$ cat src/rtl/mips_mem_bus_arbiter_if.sv
// Avalon-style memory port used for the fetch, data and shared slave sides
// of mips_mem_bus_arbiter.
interface mips_mem_bus_arbiter_if #(
    parameter int unsigned ADDR_W = 32,
    parameter int unsigned DATA_W = 32
);
    localparam int unsigned BE_W = 4;

    logic [ADDR_W-1:0] address;
    logic              read;
    logic              write;
    logic [BE_W-1:0]   byteenable;
    logic [DATA_W-1:0] writedata;
    logic              waitrequest;
    logic [DATA_W-1:0] readdata;

    modport master (
        output address, read, write, byteenable, writedata,
        input  waitrequest, readdata
    );

    modport slave (
        input  address, read, write, byteenable, writedata,
        output waitrequest, readdata
    );
endinterface

$ cat src/rtl/mips_mem_bus_arbiter.sv
// Shares one memory slave between the CPU fetch and data masters, with a stall
// watchdog. Optional MIPS_ARB_ROUND_ROBIN_EN alternates grants on contention.
module mips_mem_bus_arbiter #(
    parameter int unsigned ADDR_W   = 32,
    parameter int unsigned DATA_W   = 32,
    parameter int unsigned MAX_WAIT = 64
) (
    input  logic                   clk,
    input  logic                   reset,
    mips_mem_bus_arbiter_if.slave  i_bus,
    mips_mem_bus_arbiter_if.slave  d_bus,
    mips_mem_bus_arbiter_if.master m_bus,
    output logic                   bus_error,
    output logic                   grant_d
);
    localparam int unsigned WD_W = 16;
    localparam int unsigned BE_W = 4;
    localparam logic [WD_W-1:0]   WD_LIMIT   = WD_W'(MAX_WAIT);
    localparam logic [DATA_W-1:0] ABORT_DATA = DATA_W'(32'hDEADBEEF);

    typedef enum logic [1:0] {IDLE, BUSY_I, BUSY_D} state_t;

    state_t          state;
    logic [WD_W-1:0] wd_cnt;
    logic            wr_q;
    logic            busy_c;
    logic            abort_c;
    logic            done_c;
    logic            d_req_c;
    logic            pick_d_c;
    logic            unused_fetch_wr;

    // The fetch master is read-only; its write-side fields are never used.
    assign unused_fetch_wr = ^{i_bus.write, i_bus.byteenable, i_bus.writedata};

    assign busy_c  = (state != IDLE);
    assign abort_c = busy_c && (MAX_WAIT != 0) && (wd_cnt >= WD_LIMIT);
    assign done_c  = busy_c && (abort_c || !m_bus.waitrequest);
    assign d_req_c = d_bus.read || d_bus.write;

`ifdef MIPS_ARB_ROUND_ROBIN_EN
    logic last_d;
    assign pick_d_c = d_req_c && !(i_bus.read && last_d);
`else
    assign pick_d_c = d_req_c;
`endif

    // State, grant, watchdog and sticky error; the operation type is latched
    // at grant so a master dropping its strobe cannot cut the access short.
    always_ff @(posedge clk or negedge reset) begin
        if (!reset) begin
            state     <= IDLE;
            wd_cnt    <= '0;
            wr_q      <= 1'b0;
            bus_error <= 1'b0;
            grant_d   <= 1'b0;
`ifdef MIPS_ARB_ROUND_ROBIN_EN
            last_d    <= 1'b0;
`endif
        end else begin
            case (state)
                IDLE: begin
                    wd_cnt <= '0;
                    if (pick_d_c) begin
                        state   <= BUSY_D;
                        grant_d <= 1'b1;
                        wr_q    <= d_bus.write;
`ifdef MIPS_ARB_ROUND_ROBIN_EN
                        last_d  <= 1'b1;
`endif
                    end else if (i_bus.read) begin
                        state   <= BUSY_I;
                        grant_d <= 1'b0;
                        wr_q    <= 1'b0;
`ifdef MIPS_ARB_ROUND_ROBIN_EN
                        last_d  <= 1'b0;
`endif
                    end
                end
                default: begin
                    if (done_c) begin
                        state   <= IDLE;
                        grant_d <= 1'b0;
                        wd_cnt  <= '0;
                        if (abort_c) begin
                            bus_error <= 1'b1;
                        end
                    end else if (m_bus.waitrequest && (wd_cnt != '1)) begin
                        wd_cnt <= wd_cnt + WD_W'(1);
                    end
                end
            endcase
        end
    end

    // Slave-side mux and master completion handshakes.
    always_comb begin
        m_bus.address     = '0;
        m_bus.read        = 1'b0;
        m_bus.write       = 1'b0;
        m_bus.byteenable  = '0;
        m_bus.writedata   = '0;
        i_bus.waitrequest = 1'b1;
        i_bus.readdata    = '0;
        d_bus.waitrequest = 1'b1;
        d_bus.readdata    = '0;
        case (state)
            BUSY_I: begin
                m_bus.address    = i_bus.address;
                m_bus.read       = !abort_c;
                m_bus.byteenable = {BE_W{1'b1}};
                if (done_c) begin
                    i_bus.waitrequest = 1'b0;
                    i_bus.readdata    = abort_c ? ABORT_DATA : m_bus.readdata;
                end
            end
            BUSY_D: begin
                m_bus.address    = d_bus.address;
                m_bus.read       = !wr_q && !abort_c;
                m_bus.write      = wr_q && !abort_c;
                m_bus.byteenable = d_bus.byteenable;
                m_bus.writedata  = d_bus.writedata;
                if (done_c) begin
                    d_bus.waitrequest = 1'b0;
                    d_bus.readdata    = abort_c ? ABORT_DATA : m_bus.readdata;
                end
            end
            default: ;
        endcase
    end
endmodule

$ cat src/flat_wrapper.sv
// flat-port wrapper written by rule: the top's interface ports become plain ports
module mips_mem_bus_arbiter_flat 
#(
    parameter int unsigned ADDR_W   = 32,
    parameter int unsigned DATA_W   = 32,
    parameter int unsigned MAX_WAIT = 64
)
  (clk, reset, bus_error, grant_d, i_bus_address, i_bus_read, i_bus_write, i_bus_byteenable, i_bus_writedata, i_bus_waitrequest, i_bus_readdata, d_bus_address, d_bus_read, d_bus_write, d_bus_byteenable, d_bus_writedata, d_bus_waitrequest, d_bus_readdata, m_bus_address, m_bus_read, m_bus_write, m_bus_byteenable, m_bus_writedata, m_bus_waitrequest, m_bus_readdata);
  mips_mem_bus_arbiter_if #(.ADDR_W(ADDR_W), .DATA_W(DATA_W)) i_bus_i ();
  mips_mem_bus_arbiter_if #(.ADDR_W(ADDR_W), .DATA_W(DATA_W)) d_bus_i ();
  mips_mem_bus_arbiter_if #(.ADDR_W(ADDR_W), .DATA_W(DATA_W)) m_bus_i ();
  input  logic clk;
  input  logic reset;
  output logic bus_error;
  output logic grant_d;
  input wire logic [$bits(i_bus_i.address)-1:0] i_bus_address;
  input wire logic [$bits(i_bus_i.read)-1:0] i_bus_read;
  input wire logic [$bits(i_bus_i.write)-1:0] i_bus_write;
  input wire logic [$bits(i_bus_i.byteenable)-1:0] i_bus_byteenable;
  input wire logic [$bits(i_bus_i.writedata)-1:0] i_bus_writedata;
  output wire logic [$bits(i_bus_i.waitrequest)-1:0] i_bus_waitrequest;
  output wire logic [$bits(i_bus_i.readdata)-1:0] i_bus_readdata;
  input wire logic [$bits(d_bus_i.address)-1:0] d_bus_address;
  input wire logic [$bits(d_bus_i.read)-1:0] d_bus_read;
  input wire logic [$bits(d_bus_i.write)-1:0] d_bus_write;
  input wire logic [$bits(d_bus_i.byteenable)-1:0] d_bus_byteenable;
  input wire logic [$bits(d_bus_i.writedata)-1:0] d_bus_writedata;
  output wire logic [$bits(d_bus_i.waitrequest)-1:0] d_bus_waitrequest;
  output wire logic [$bits(d_bus_i.readdata)-1:0] d_bus_readdata;
  output wire logic [$bits(m_bus_i.address)-1:0] m_bus_address;
  output wire logic [$bits(m_bus_i.read)-1:0] m_bus_read;
  output wire logic [$bits(m_bus_i.write)-1:0] m_bus_write;
  output wire logic [$bits(m_bus_i.byteenable)-1:0] m_bus_byteenable;
  output wire logic [$bits(m_bus_i.writedata)-1:0] m_bus_writedata;
  input wire logic [$bits(m_bus_i.waitrequest)-1:0] m_bus_waitrequest;
  input wire logic [$bits(m_bus_i.readdata)-1:0] m_bus_readdata;
  assign i_bus_i.address = i_bus_address;
  assign i_bus_i.read = i_bus_read;
  assign i_bus_i.write = i_bus_write;
  assign i_bus_i.byteenable = i_bus_byteenable;
  assign i_bus_i.writedata = i_bus_writedata;
  assign i_bus_waitrequest = i_bus_i.waitrequest;
  assign i_bus_readdata = i_bus_i.readdata;
  assign d_bus_i.address = d_bus_address;
  assign d_bus_i.read = d_bus_read;
  assign d_bus_i.write = d_bus_write;
  assign d_bus_i.byteenable = d_bus_byteenable;
  assign d_bus_i.writedata = d_bus_writedata;
  assign d_bus_waitrequest = d_bus_i.waitrequest;
  assign d_bus_readdata = d_bus_i.readdata;
  assign m_bus_address = m_bus_i.address;
  assign m_bus_read = m_bus_i.read;
  assign m_bus_write = m_bus_i.write;
  assign m_bus_byteenable = m_bus_i.byteenable;
  assign m_bus_writedata = m_bus_i.writedata;
  assign m_bus_i.waitrequest = m_bus_waitrequest;
  assign m_bus_i.readdata = m_bus_readdata;
  mips_mem_bus_arbiter #(.ADDR_W(ADDR_W), .DATA_W(DATA_W), .MAX_WAIT(MAX_WAIT)) u_core (.clk(clk), .reset(reset), .i_bus(i_bus_i), .d_bus(d_bus_i), .m_bus(m_bus_i), .bus_error(bus_error), .grant_d(grant_d));
endmodule
$ cat config.mk
export PLATFORM = sky130hd
export DESIGN_NAME = mips_mem_bus_arbiter_flat
export DESIGN_NICKNAME = d
export VERILOG_FILES = /design/src/rtl/mips_mem_bus_arbiter_if.sv /design/src/rtl/mips_mem_bus_arbiter.sv /design/src/flat_wrapper.sv
export SDC_FILE = /design/constraint.sdc
export NUM_CORES = 1
export LEC_CHECK = 0
export CAP_MARGIN = 20
export CORE_AREA = 4 4 120 122
export DETAILED_ROUTE_END_ITERATION = 10
export DIE_AREA = 0 0 124 126
export GPL_ROUTABILITY_DRIVEN = 0
export GPL_TIMING_DRIVEN = 0
export PLACE_DENSITY_LB_ADDON = 0.05
export SYNTH_ARGS = -nofsm -noshare
export SYNTH_HDL_FRONTEND = slang
export SYNTH_SLANG_ARGS = --single-unit
$ cat constraint.sdc
create_clock -name clk -period 2.9 [get_ports clk]
set_input_delay 0.58 -clock clk [delete_from_list [all_inputs] [get_ports clk]]
set_output_delay 0.58 -clock clk [all_outputs]
set_load 0.02 [all_outputs]
==> impl_metrics.env, run 1 <==
export IMPL_seq_power_share=0.147
export IMPL_num_io_pins=313
export IMPL_clock_sinks=20
export IMPL_p_int_mw=1.19
export IMPL_die_area_sq_mm=0.0156
export IMPL_maxCapViolations=0
export IMPL_synth_edf_count=0
export IMPL_cts_hold_buffers=0
export IMPL_grt_max_degree=21
export IMPL_numCtsBuffers=3
export IMPL_cp_arrival_ns=2.28
export IMPL_io_buffers=275
export IMPL_area_growth_synth_to_final_pct=138
export IMPL_yosysWarnings=0
export IMPL_synth_cell_types=33
export IMPL_post_drt_wl_per_cell_um=18.2
export IMPL_drt_first_pass_iters=4
export IMPL_cp_data_required_time_ns=2.32
export IMPL_cts_tree="done"
export IMPL_critical_path_class="reg -> out"
export IMPL_finalSetupViolations=0
export IMPL_drtIter0Drc=143
export IMPL_syn_inst=315
export IMPL_core_region_area_sq_mm=0.0132
export IMPL_cts_path_max_buffers=2
export IMPL_avgSynthCellArea_sq_um=7.28
export IMPL_antenna_found_initial=1
export IMPL_total_power_mw=2.10
export IMPL_synth_flop_cell="dfrtp_1"
export IMPL_die_w_um=124
export IMPL_synthArstFlopShare=1.00
export IMPL_syn_area_sq_mm=0.00229
export IMPL_drt_wl_total_um=14100
export IMPL_track_usage=0.171
export IMPL_ys_seq_area_frac=0.218
export IMPL_period_share=0.987
export IMPL_leakage_nw=2.73
export IMPL_post_route_min_period_ns=2.86
export IMPL_viasPerCell=4.35
export IMPL_yosys_register_bits=20
export IMPL_num_vias=3376
export IMPL_num_rows=42
export IMPL_grt_pass1_wl_um=20700
export IMPL_relSlewSlack=0.320
export IMPL_synth_top_area_cell="dfrtp_1"
export IMPL_synth_top_area_frac=0.218
export IMPL_status="finished clean"
export IMPL_p_per_area_mw_per_mm2=383
export IMPL_die_y_um=126
export IMPL_ir_worst_vdd_v=0.000167
export IMPL_drc=0
export IMPL_setup_tns_ns=0
export IMPL_grt_ovfl_total=0
export IMPL_final_area_sq_mm=0.00547
export IMPL_tightest_slew_ns=1.01
export IMPL_hold_violations=0
export IMPL_clock_root_buffer="clkbuf_16"
export IMPL_hold_ws_ns=0.500
export IMPL_layout_drive_gt1_share=0.104
export IMPL_worstSkewPairLatency_ns=0.25
export IMPL_grt_pass1_vias=3507
export IMPL_ant_nets=0
export IMPL_end_kind="primary output"
export IMPL_rsz0062_at_grt="yes"
export IMPL_final_fill_count=1380
export IMPL_critical_path_max_fanout=8
export IMPL_synthTopCellsByArea="dfrtp_1, a21oi_1, a22oi_1, nor2b_1, nand2b_1"
export IMPL_h_tree_depth=1
export IMPL_hold_class="reg -> reg"
export IMPL_switching_share=0.434
export IMPL_fmaxAchievable_mhz=349
export IMPL_place_area_sq_mm=0.00530
export IMPL_slew_violations=0
export IMPL_clk_pin_slew_ns=0.06
export IMPL_switching_power_mw=0.909
export IMPL_p_clk_frac=0.135
export IMPL_hpwl_um=12000
export IMPL_p_comb_frac=0.718
export IMPL_initial_core_util=0.174
export IMPL_final_setup_skew_ns=0.00489
export IMPL_critPathLaunchType="register"
export IMPL_final_nets=781
## synthesized netlist by cell type, drive strengths merged (3+ instances only)
master	count
a22oi	32
and2	32
nand2b	34
inv	6
clkbuf	30
a21oi	55
o21ai	7
nor2	9
nor2b	37
buf	4
nand3	3
or4	3
nor3	17
ha	5
nand4	4
dfrtp	20
## cell families (layout without fill, tap and decap cells)
| group | count (synthesis) | in the layout | share of synthesized area |
|---|---|---|---|
| other cells | 1 | 10 | 0.00163 |
| compound gates | 100 | 100 | 0.259 |
| xor+xnor | 1 | 1 | 0.00382 |
| fa+ha+maj | 5 | 5 | 0.0273 |
| flops | 20 | 20 | 0.218 |
| buf+inv | 40 | 316 | 0.0758 |
| simple gates | 148 | 148 | 0.414 |
## power groups by stage
stage | combinational [mW] | clock [mW] | sequential (mW)
5_1_grt | 1.62 | 0.301 | 0.311
3_5_place_dp | 1.59 | 0 | 0.313
3_3_place_gp | 1.60 | 0 | 0.312
2_1_floorplan | 0.747 | 0 | 0.314
4_1_cts | 1.53 | 0.287 | 0.308
6_report | 1.50 | 0.283 | 0.308
## final timing paths
check | depth (start not counted) | to | slack (ns) | startpoint
max in group asynchronous | 1 | u_core.wd_cnt[12] | 1.48 | reset
min in group asynchronous | 1 | u_core.wd_cnt[6] | 0.85 | reset
hold / removal | 1 | u_core.bus_error | 0.50 | u_core.bus_error
hold reg to reg | 1 | u_core.bus_error | 0.50 | u_core.bus_error
setup reg to reg | 6 | u_core.state[1] | 0.78 | u_core.wd_cnt[12]
setup / recovery | 4 | d_bus_readdata[14] | 0.04 | u_core.wd_cnt[12]
## cells in the final DEF, fill, tap and decap left out, drive strengths merged
master           n
clkdlybuf4s50  177
a21oi           55
dlygate4sd2     53
nor2b           37
nand2b          34
a22oi           32
and2            32
clkbuf          28
dlymetal6s2s    24
dfrtp           20
buf             20
nor3            17
nor2             9
conb             9
clkdlybuf4s15    8
o21ai            7
inv              6
ha               5
nand4            4
or4              3
nand3            3
nand2            2
a21o             2
a31oi            2
or3              2
nor4             2
diode            1
nand3b           1
and3             1
xor2             1
o211ai           1
or2              1
a22o             1
## metrics by stage
stage	setup slack, ns	utilization	instances
global placement	-0.301	0.402	774
CTS	0.000327	0.403	777
global route	-0.0760	0.414	776
finish	0.0371	0.414	776
floorplan	0.276	-	323
detailed placement	-0.322	0.402	774
## routing by layer
layer  share of wire  wire, um  track usage
met3            0.11      1490       0.0561
met2            0.54      7580        0.329
met5               0         0            0
met4           0.012       176       0.0354
met1            0.35      4900        0.176
## worst max-delay path, stage by stage (launching register included)
cell	delay, ns
dfrtp_1	0.37
or4_4	0.55
or4_4	0.58
nor3_1	0.23
clkdlybuf4s15_2	0.29
## final cells by class
type / count / area (sq um) / share of cell area
repair buffers: 278 / 2770 / 0.507
inverters: 6 / 22.5 / 0.00412
clock buffers: 3 / 75.1 / 0.0137
plain buffers: 29 / 180 / 0.0330
flip-flops and latches: 20 / 500 / 0.0916
diodes: 1 / 2.50 / 0.000458
well taps: 176 / 220 / 0.0403
multi-input cells: 263 / 1690 / 0.310
## flip-flops by register name, summed over array words and instances (netlist names)
signal and cells:
u_core.wd_cnt 16, u_core.bus_error 1, u_core.wr_q 1, u_core.state 2
## repair_timing
item	in CTS	in global routing
buffers inserted	2	0
pin swaps	2	10
hold endpoints to repair	0	0
gates resized for setup	162	55
gates cloned	0	1
endpoints found under the setup margin	136	108
Note: power is estimated with default switching activity, not from simulation.
==> run 2, diff against run 1 <==
--- a/config.mk
+++ b/config.mk
@@ -6,9 +6,9 @@
 export NUM_CORES = 1
 export LEC_CHECK = 0
 export CAP_MARGIN = 20
-export CORE_AREA = 4 4 120 122
+export CORE_AREA = 2 2 121 123
 export DETAILED_ROUTE_END_ITERATION = 10
-export DIE_AREA = 0 0 124 126
+export DIE_AREA = 0 0 123 125
 export GPL_ROUTABILITY_DRIVEN = 0
 export GPL_TIMING_DRIVEN = 0
 export PLACE_DENSITY_LB_ADDON = 0.05
==> constraint.sdc (replaced) <==
create_clock -name clk -period 2.8 [get_ports clk]
set_input_delay 0.56 -clock clk [delete_from_list [all_inputs] [get_ports clk]]
set_output_delay 0.56 -clock clk [all_outputs]
set_load 0.02 [all_outputs]
==> impl_metrics.env, run 2 (synthesized netlist as in run 1, its figures left out) <==
export IMPL_hold_violations=0
export IMPL_cp_arrival_ns=2.28
export IMPL_switching_share=0.426
export IMPL_drtIter0Drc=93
export IMPL_antenna_found_initial=0
export IMPL_critical_path_max_fanout=8
export IMPL_area_growth_synth_to_final_pct=135
export IMPL_r2r_start="u_core.wd_cnt[8]"
export IMPL_p_per_area_mw_per_mm2=413
export IMPL_setup_ws_ns=-0.0369
export IMPL_hold_class="reg -> reg"
export IMPL_layout_drive_gt1_share=0.213
export IMPL_die_w_um=123
export IMPL_drc=0
export IMPL_post_drt_wl_per_cell_um=17.5
export IMPL_die_y_um=125
export IMPL_io_buffers=275
export IMPL_hpwl_um=11500
export IMPL_post_route_min_period_ns=2.84
export IMPL_ant_nets=0
export IMPL_drt_first_pass_iters=6
export IMPL_slew_violations=0
export IMPL_grt_ovfl_total=0
export IMPL_num_io_pins=313
export IMPL_critPathLaunchType="register"
export IMPL_status="complete, but fails checks"
export IMPL_clock_root_buffer="clkbuf_16"
export IMPL_violations="setup timing"
export IMPL_h_tree_depth=1
export IMPL_fmaxAchievable_mhz=352
export IMPL_period_share=1.01
export IMPL_num_vias=3412
export IMPL_grt_pass1_wl_um=20000
export IMPL_reg_largest_list="u_core.wd_cnt (16), u_core.state (2)"
export IMPL_final_fill_count=1527
export IMPL_cts_path_max_buffers=2
export IMPL_rsz0062_at_grt="yes"
export IMPL_relSlewSlack=0.386
export IMPL_clock_sinks=20
export IMPL_p_int_mw=1.28
export IMPL_finalSetupViolations=9
export IMPL_ir_worst_vdd_v=0.000166
export IMPL_initial_core_util=0.162
export IMPL_layoutNonFillerInstCount=795
export IMPL_grt_max_degree=21
export IMPL_hold_path_endpoint="u_core.bus_error"
export IMPL_whs_path_depth=1
export IMPL_numCtsBuffers=3
export IMPL_final_util=0.379
export IMPL_dp_cells=782
export IMPL_pre_cts_slack_ns=-0.381
export IMPL_drt_wl_total_um=13900
export IMPL_tightest_slew_ns=0.913
export IMPL_regMostFlops="u_core.wd_cnt"
export IMPL_switching_power_mw=0.946
export IMPL_viasPerCell=4.29
export IMPL_final_nets=792
export IMPL_core_region_area_sq_mm=0.0142
export IMPL_mostFrequentLayoutCells="clkdlybuf4s50_1, a21oi_1, clkbuf_2, nor2b_1, nand2b_1"
export IMPL_reg2reg_depth=6
export IMPL_p_comb_frac=0.680
export IMPL_n_antenna_cell=0
export IMPL_final_setup_skew_ns=0.00165
export IMPL_maxCapViolations=0
export IMPL_cp_data_required_time_ns=2.24
export IMPL_leakage_nw=2.55
export IMPL_largest_reg_flops=16
export IMPL_worstSkewPairLatency_ns=0.25
export IMPL_seq_power_share=0.145
export IMPL_die_area_sq_mm=0.0154
export IMPL_final_common_cell="clkdlybuf4s50_1"
export IMPL_rrSetupSlack_ns=0.65
export IMPL_hold_start="u_core.bus_error"
export IMPL_end_kind="primary output"
export IMPL_clk_pin_slew_ns=0.06
export IMPL_critical_path_class="reg -> out"
export IMPL_num_rows=44
export IMPL_cts_tree="done"
export IMPL_grt_pass1_vias=3404
export IMPL_reg2reg_to="u_core.state[1]"
export IMPL_track_usage=0.168
export IMPL_p_clk_frac=0.175
## run 2: cell count changes in the layout (fill, tap and decap cells not counted), moves of 3 or more
cell / delta
dlymetal6s2s_1: -12
buf_6: +8
dlygate4sd2_1: -23
clkbuf_2: +36
clkbuf_4: -3
clkdlybuf4s50_1: -13
buf_2: +13
clkdlybuf4s15_1: -4
buf_4: +9
## run 2: worst max path at each step
stage	from	to	slack [ns]	cells after the start
finish	u_core.wd_cnt[12]	i_bus_readdata[22]	-0.04	6
global route	u_core.wd_cnt[12]	i_bus_readdata[24]	-0.11	6
CTS	u_core.wd_cnt[7]	i_bus_readdata[29]	-0.11	6
detailed placement	u_core.state[1]	m_bus_read	-0.38	7
global placement	u_core.wd_cnt[8]	d_bus_waitrequest	-0.37	5
floorplan	u_core.wd_cnt[8]	d_bus_readdata[14]	0.20	4
## run 2: power by group through the flow
| stage | combinational [mW] | sequential (mW) | clock, mW |
|---|---|---|---|
| after global placement | 1.65 | 0.324 | 0 |
| after global routing | 1.62 | 0.324 | 0.414 |
| after floorplan | 0.774 | 0.325 | 0 |
| final | 1.51 | 0.322 | 0.390 |
| after CTS | 1.55 | 0.322 | 0.399 |
| after detailed placement | 1.64 | 0.324 | 0 |
## run 2: timing repair
| item | in CTS | in global routing |
|---|---|---|
| pin swaps | 7 | 9 |
| hold buffers | 0 | 0 |
| setup buffers | 8 | 5 |
| endpoints found under the setup margin | 136 | 88 |
| resized for setup | 223 | 157 |
| endpoints found under the hold margin | 0 | 0 |
## run 2: layer usage
metal | vias up | GRT usage | wire length [um]
li1 | 1681 | - | -
met1 | 1539 | 0.182 | 5030
met2 | 184 | 0.331 | 7360
met3 | 8 | 0.0433 | 1400
met4 | 0 | 0.0187 | 99
met5 | - | 0 | 0
## run 2: final cells by class
type | count | area [sq um] | share of cell area
repair buffers | 288 | 2600 | 0.482
clock buffers | 3 | 75.1 | 0.0139
flip-flops and latches | 20 | 500 | 0.0930
plain buffers | 30 | 209 | 0.0388
inverters | 6 | 22.5 | 0.00418
well taps | 184 | 230 | 0.0428
multi-input cells | 263 | 1720 | 0.319
clock inverters | 1 | 30.0 | 0.00558
## run 2: metrics by stage
step	total power, mW	hold slack [ns]	cell area [sq um]	TNS (ns)
2_1_floorplan	1.10	0.264	2320	0
3_3_place_gp	1.98	0.507	5310	-26.36
3_5_place_dp	1.96	0.523	5310	-25.71
4_1_cts	2.27	0.536	5430	-0.579
5_1_grt	2.36	0.543	5380	-1.03
6_report	2.22	0.516	5380	-0.280
## run 2: critical path, cell delays in order (launching register included)
cell and delay, ns:
dfrtp_1 0.37, or4_4 0.54, or4_4 0.56, buf_12 0.17, buf_4 0.13, nor3_2 0.09, buf_4 0.16
